<file path="src/rtl/change_gen.sv">
// change_gen: turns single-cycle event pulses into one Gray-code step each
// on x, with a minimum hold time per value and a bounded backlog.
module change_gen #(
  parameter int WIDTH    = 8,
  parameter int HOLD     = 2,
  parameter int MAX_PEND = 4
) (
  input  logic             clk,
  input  logic             rst,
  input  logic             ev,
  output logic [WIDTH-1:0] x,
  output logic             busy,
  output logic             ovf
);

  localparam int PW = $clog2(MAX_PEND + 1);
  localparam int HW = (HOLD > 1) ? $clog2(HOLD) : 1;

  localparam logic [PW:0]   PEND_MAX = (PW + 1)'(MAX_PEND);
  localparam logic [HW-1:0] HOLD_TOP = HW'(HOLD - 1);

  logic [WIDTH-1:0] bin, bin_n;
  logic [PW-1:0]    pend, pend_n;
  logic [HW-1:0]    hold, hold_n;
  logic [PW:0]      eff;
  logic             emit;
  logic             drop;

  always_comb begin
    eff    = {1'b0, pend} + {{PW{1'b0}}, ev};
    emit   = (hold == '0) && (eff != '0);
    bin_n  = bin;
    pend_n = pend;
    hold_n = hold;
    drop   = 1'b0;
    if (emit) begin
      bin_n  = bin + 1'b1;
      hold_n = HOLD_TOP;
      pend_n = PW'(eff - 1'b1);
    end else begin
      if (hold != '0)
        hold_n = hold - 1'b1;
      // a full backlog with no emit this edge has nowhere to put the event
      if (eff <= PEND_MAX)
        pend_n = PW'(eff);
      else
        drop = 1'b1;
    end
  end

  always_ff @(posedge clk) begin
    if (rst) begin
      bin  <= '0;
      pend <= '0;
      hold <= '0;
      x    <= '0;
      busy <= 1'b0;
      ovf  <= 1'b0;
    end else begin
      bin  <= bin_n;
      pend <= pend_n;
      hold <= hold_n;
      x    <= bin_n ^ (bin_n >> 1);
      busy <= (pend_n != '0) || (hold_n != '0);
      if (drop)
        ovf <= 1'b1;
    end
  end

endmodule

</file>
<file path="config.mk">
export PLATFORM = sky130hd
export DESIGN_NAME = change_gen
export DESIGN_NICKNAME = d
export VERILOG_FILES = /design/src/rtl/change_gen.sv
export SDC_FILE = /design/constraint.sdc
export NUM_CORES = 1
export LEC_CHECK = 0
export BUFFER_PORTS_ARGS = -buffer_cell sky130_fd_sc_hd__buf_2
export CORE_MARGIN = 4
export CORE_UTILIZATION = 40
export CTS_BUF_LIST = sky130_fd_sc_hd__clkbuf_2 sky130_fd_sc_hd__clkbuf_4 sky130_fd_sc_hd__clkbuf_8
export CTS_CLUSTER_DIAMETER = 150
export CTS_CLUSTER_SIZE = 10
export DETAILED_ROUTE_END_ITERATION = 12
export SYNTH_ARGS = -nofsm -noshare
export SYNTH_HDL_FRONTEND = slang
export SYNTH_SLANG_ARGS = --single-unit
</file>
<file path="constraint.sdc">
create_clock -name clk -period 3.7 [get_ports clk]
set_input_delay 1.11 -clock clk [delete_from_list [all_inputs] [get_ports clk]]
set_output_delay 1.11 -clock clk [all_outputs]
set_load 0.01 [all_outputs]
</file>
==> impl_metrics.py <==
metrics = {
    "run_status": {
        "outcome": "finished, final reports clean",
    },
    "setup_path": {
        "worstSetupEndpointType": "flop",
        "path_class": "input pin to flop",
        "setup.worst_path.start": "ev",
        "critPathBufInv": 3,
        "worstPathRequired_ps": 3890,
        "critPathSlowestCell": "mux2_1",
        "path_cells": "buf_2 > ha_1 > ha_1 > inv_1 > ha_1 > nor3b_1 > a311o_1 > buf_4 > o31ai_4 > a32oi_1 > mux2_1",
        "worst-path-max-fanout": 7,
        "start_kind": "input pin",
        "max_stage_delay_ps": 340,
        "r2r_end": "x[5]",
        "worst-path-stages": 11,
        "worstRegToRegCells": 10,
        "r2r_slack_ps": 980,
        "crit_arrival_ps": 3480,
        "critPathTopFamily": "adder cells",
        "cpMostUsedCell": "ha_1",
        "reg2reg_from": "pend[0]",
    },
    "clocking": {
        "cts_root_buf": "clkbuf_4",
        "cts_tree": "built",
        "clk_pin_slew_ps": 100,
        "clock_path_buffers": 2,
        "ctsHoldBuffers": 0,
        "htree_levels": 1,
        "ctsResizeCount": 0,
        "postCtsSetupRepairBufs": 0,
        "cts_made_buffers": 3,
        "clk_latency_ps": 300,
        "cts_num_sinks": 21,
    },
    "global_routing": {
        "grt_pass1_wl_mm": 4.35,
        "grt_max_degree": 22,
        "grt-busiest-layer": "met2",
        "grt-ovfl-total": 0,
        "first_global_vias": 981,
        "grtUsageMet1_pct": 17.0,
        "grtUsageMet3_pct": 3.96,
        "track_usage_pct": 13.3,
        "grt_util_met2_pct": 22.2,
        "antenna_found_initial": 0,
    },
    "power_and_ir_drop": {
        "power.density_nw_per_um2": 709,
        "ir_drop_mv": 0.254,
        "p_leak_nw": 0.519,
    },
    "cells_and_area": {
        "drive_gt1_share_pct": 18.1,
        "syn2layout_area_growth_pct": 8.18,
        "finalNonFillerCells": 175,
        "nets": 153,
        "antenna_cells": 0,
        "fin_area_um2": 1290,
    },
    "min_path": {
        "min_from": "ovf",
        "hold_end": "ovf",
        "holdPathStages": 2,
        "min_path_type": "flop to flop",
    },
    "placed_design": {
        "place_congestion": 0.844,
        "dp_hpwl_mm": 1.70,
        "placed_cells": 171,
        "detailedPlace.worstSlack_ps": 110,
        "dpl-instance-area_um2": 1260,
        "portBuffers": 12,
    },
    "synth": {
        "synth_top_area_share_pct": 35.3,
        "async_flop_share_pct": 0,
        "syn_avg_cell_area_um2": 8.77,
        "syn_inst": 136,
        "ys_ff_latch": 21,
        "yosys-top-cells-count": "21 x dfxtp_1, 17 x nor2_1, 11 x nand2_1, 8 x xnor2_1, 6 x a21oi_1",
        "yosysTopAreaCell": "dfxtp_1",
        "syn_area_um2": 1190,
        "synth_edf_count": 0,
        "synth_most_common_cell": "dfxtp_1",
        "synth.area.top_cells": "dfxtp_1 35%, xnor2_1 5.9%, nor2_1 5.4%",
        "synth_top_flop_cell": "dfxtp_1",
        "yosys_warnings": 0,
        "synth_cell_type_count": 46,
        "syn_nets": 144,
        "synth_seq_area_share_pct": 35.3,
    },
    "die": {
        "start_util_pct": 42.5,
        "die_h_um": 62.6,
        "die_x_um": 62.6,
        "fp-row-count": 19,
        "coreArea_um2": 2810,
        "io_pins": 13,
        "die-area_um2": 3920,
    },
    "timing": {
        "slew_viol_final": 0,
        "fin_crit_ps": 3290,
        "rsz0062_at_grt": "no",
        "max_freq_mhz": 304,
        "tns_ps": 0,
        "whs_ps": 491,
        "slew_headroom_pct": 70.6,
        "setup_viol": 0,
        "worst_pin_slew_ps": 438,
        "final_hold_viol_count": 0,
        "post-route-period-util_pct": 88.9,
        "setup_ws_ps": 409,
        "finClkSkew_ps": 8.36,
    },
    "route": {
        "drt.antenna.violating_nets": 0,
        "vias": 952,
        "routed_wl_mm": 2.25,
        "first_pass_iters": 4,
        "drtIter0Drc": 13,
        "wl_per_cell_um": 12.8,
        "vias_per_cell": 5.44,
        "drc": 0,
    },
    "run": {
        "max_cap_violations": 0,
    },
}
[placed cells by master (no fill, tap or decap), drive strengths merged, types with 2 or more instances in the layout]
| cell type | instances |
|---|---|
| xnor2 | 8 |
| a21oi | 6 |
| nand4 | 2 |
| a21boi | 2 |
| ha | 5 |
| inv | 4 |
| nor2 | 17 |
| mux2 | 4 |
| nor2b | 4 |
| xor2 | 3 |
| a211oi | 2 |
| a22oi | 2 |
| clkbuf | 4 |
| o31ai | 3 |
| nand3 | 5 |
| nand2 | 11 |
| o21ai | 3 |
| mux2i | 2 |
| and2 | 3 |
| buf | 16 |
| dfxtp | 21 |
[worst min-delay path, stage by stage, from the launching register on]
cell	delay (ps)
dfxtp_1	350
a21oi_1	50
nor2_1	70
[sequential cells by signal, summed over array words and instances, names as in the netlist]
name,cells
x,8
bin,7
pend,3
busy,1
ovf,1
hold,1
[report_power, final]
part           total, mW  internal, mW  switching [mW]
clock network      0.114        0.0493          0.0644
registers          0.329         0.272          0.0575
logic              0.471         0.224           0.247
[per-stage QoR]
stage / total power [mW] / util, %
detailed placement: 0.807 / 44.9
CTS: 0.923 / 46.0
floorplan: 0.695 / -
global route: 1.01 / 46.0
global placement: 0.791 / 44.9
finish: 0.914 / 46.0
[cell type report]
| class | instances | area [µm²] |
|---|---|---|
| fillers | 287 | 1520 |
| multi-input cells | 99 | 683 |
| flip-flops and latches | 21 | 420 |
| repair buffers | 16 | 103 |
| well taps | 31 | 38.8 |
| clock buffers | 4 | 30.0 |
| inverters | 4 | 15.0 |
[worst max-delay path by stage]
stage                     endpoint  slack, ps
after floorplan               x[4]        290
after global placement        x[5]        160
after detailed placement      x[5]        110
after CTS                     x[5]        420
after global routing          x[5]        210
final                         x[5]        410
[logic make-up after synthesis]
| family | after synthesis | synth area share (%) |
|---|---|---|
| AOI/OAI and AO/OA | 28 | 19.2 |
| muxes | 6 | 5.46 |
| DFF | 21 | 35.3 |
| xor gates and xnor gates | 11 | 8.08 |
| adders and majority gates | 5 | 5.25 |
| and+or+nand+nor | 49 | 19.3 |
| buffers and inverters | 16 | 7.45 |
[per-layer routing]
| metal | vias to the layer above | part of all wire, % |
|---|---|---|
| met4 | 0 | 0.58 |
| met5 | - | 0 |
| li1 | 488 | - |
| met2 | 18 | 46 |
| met3 | 2 | 4.2 |
| met1 | 444 | 49 |
No activity file was read; power rests on OpenSTA's default activity.
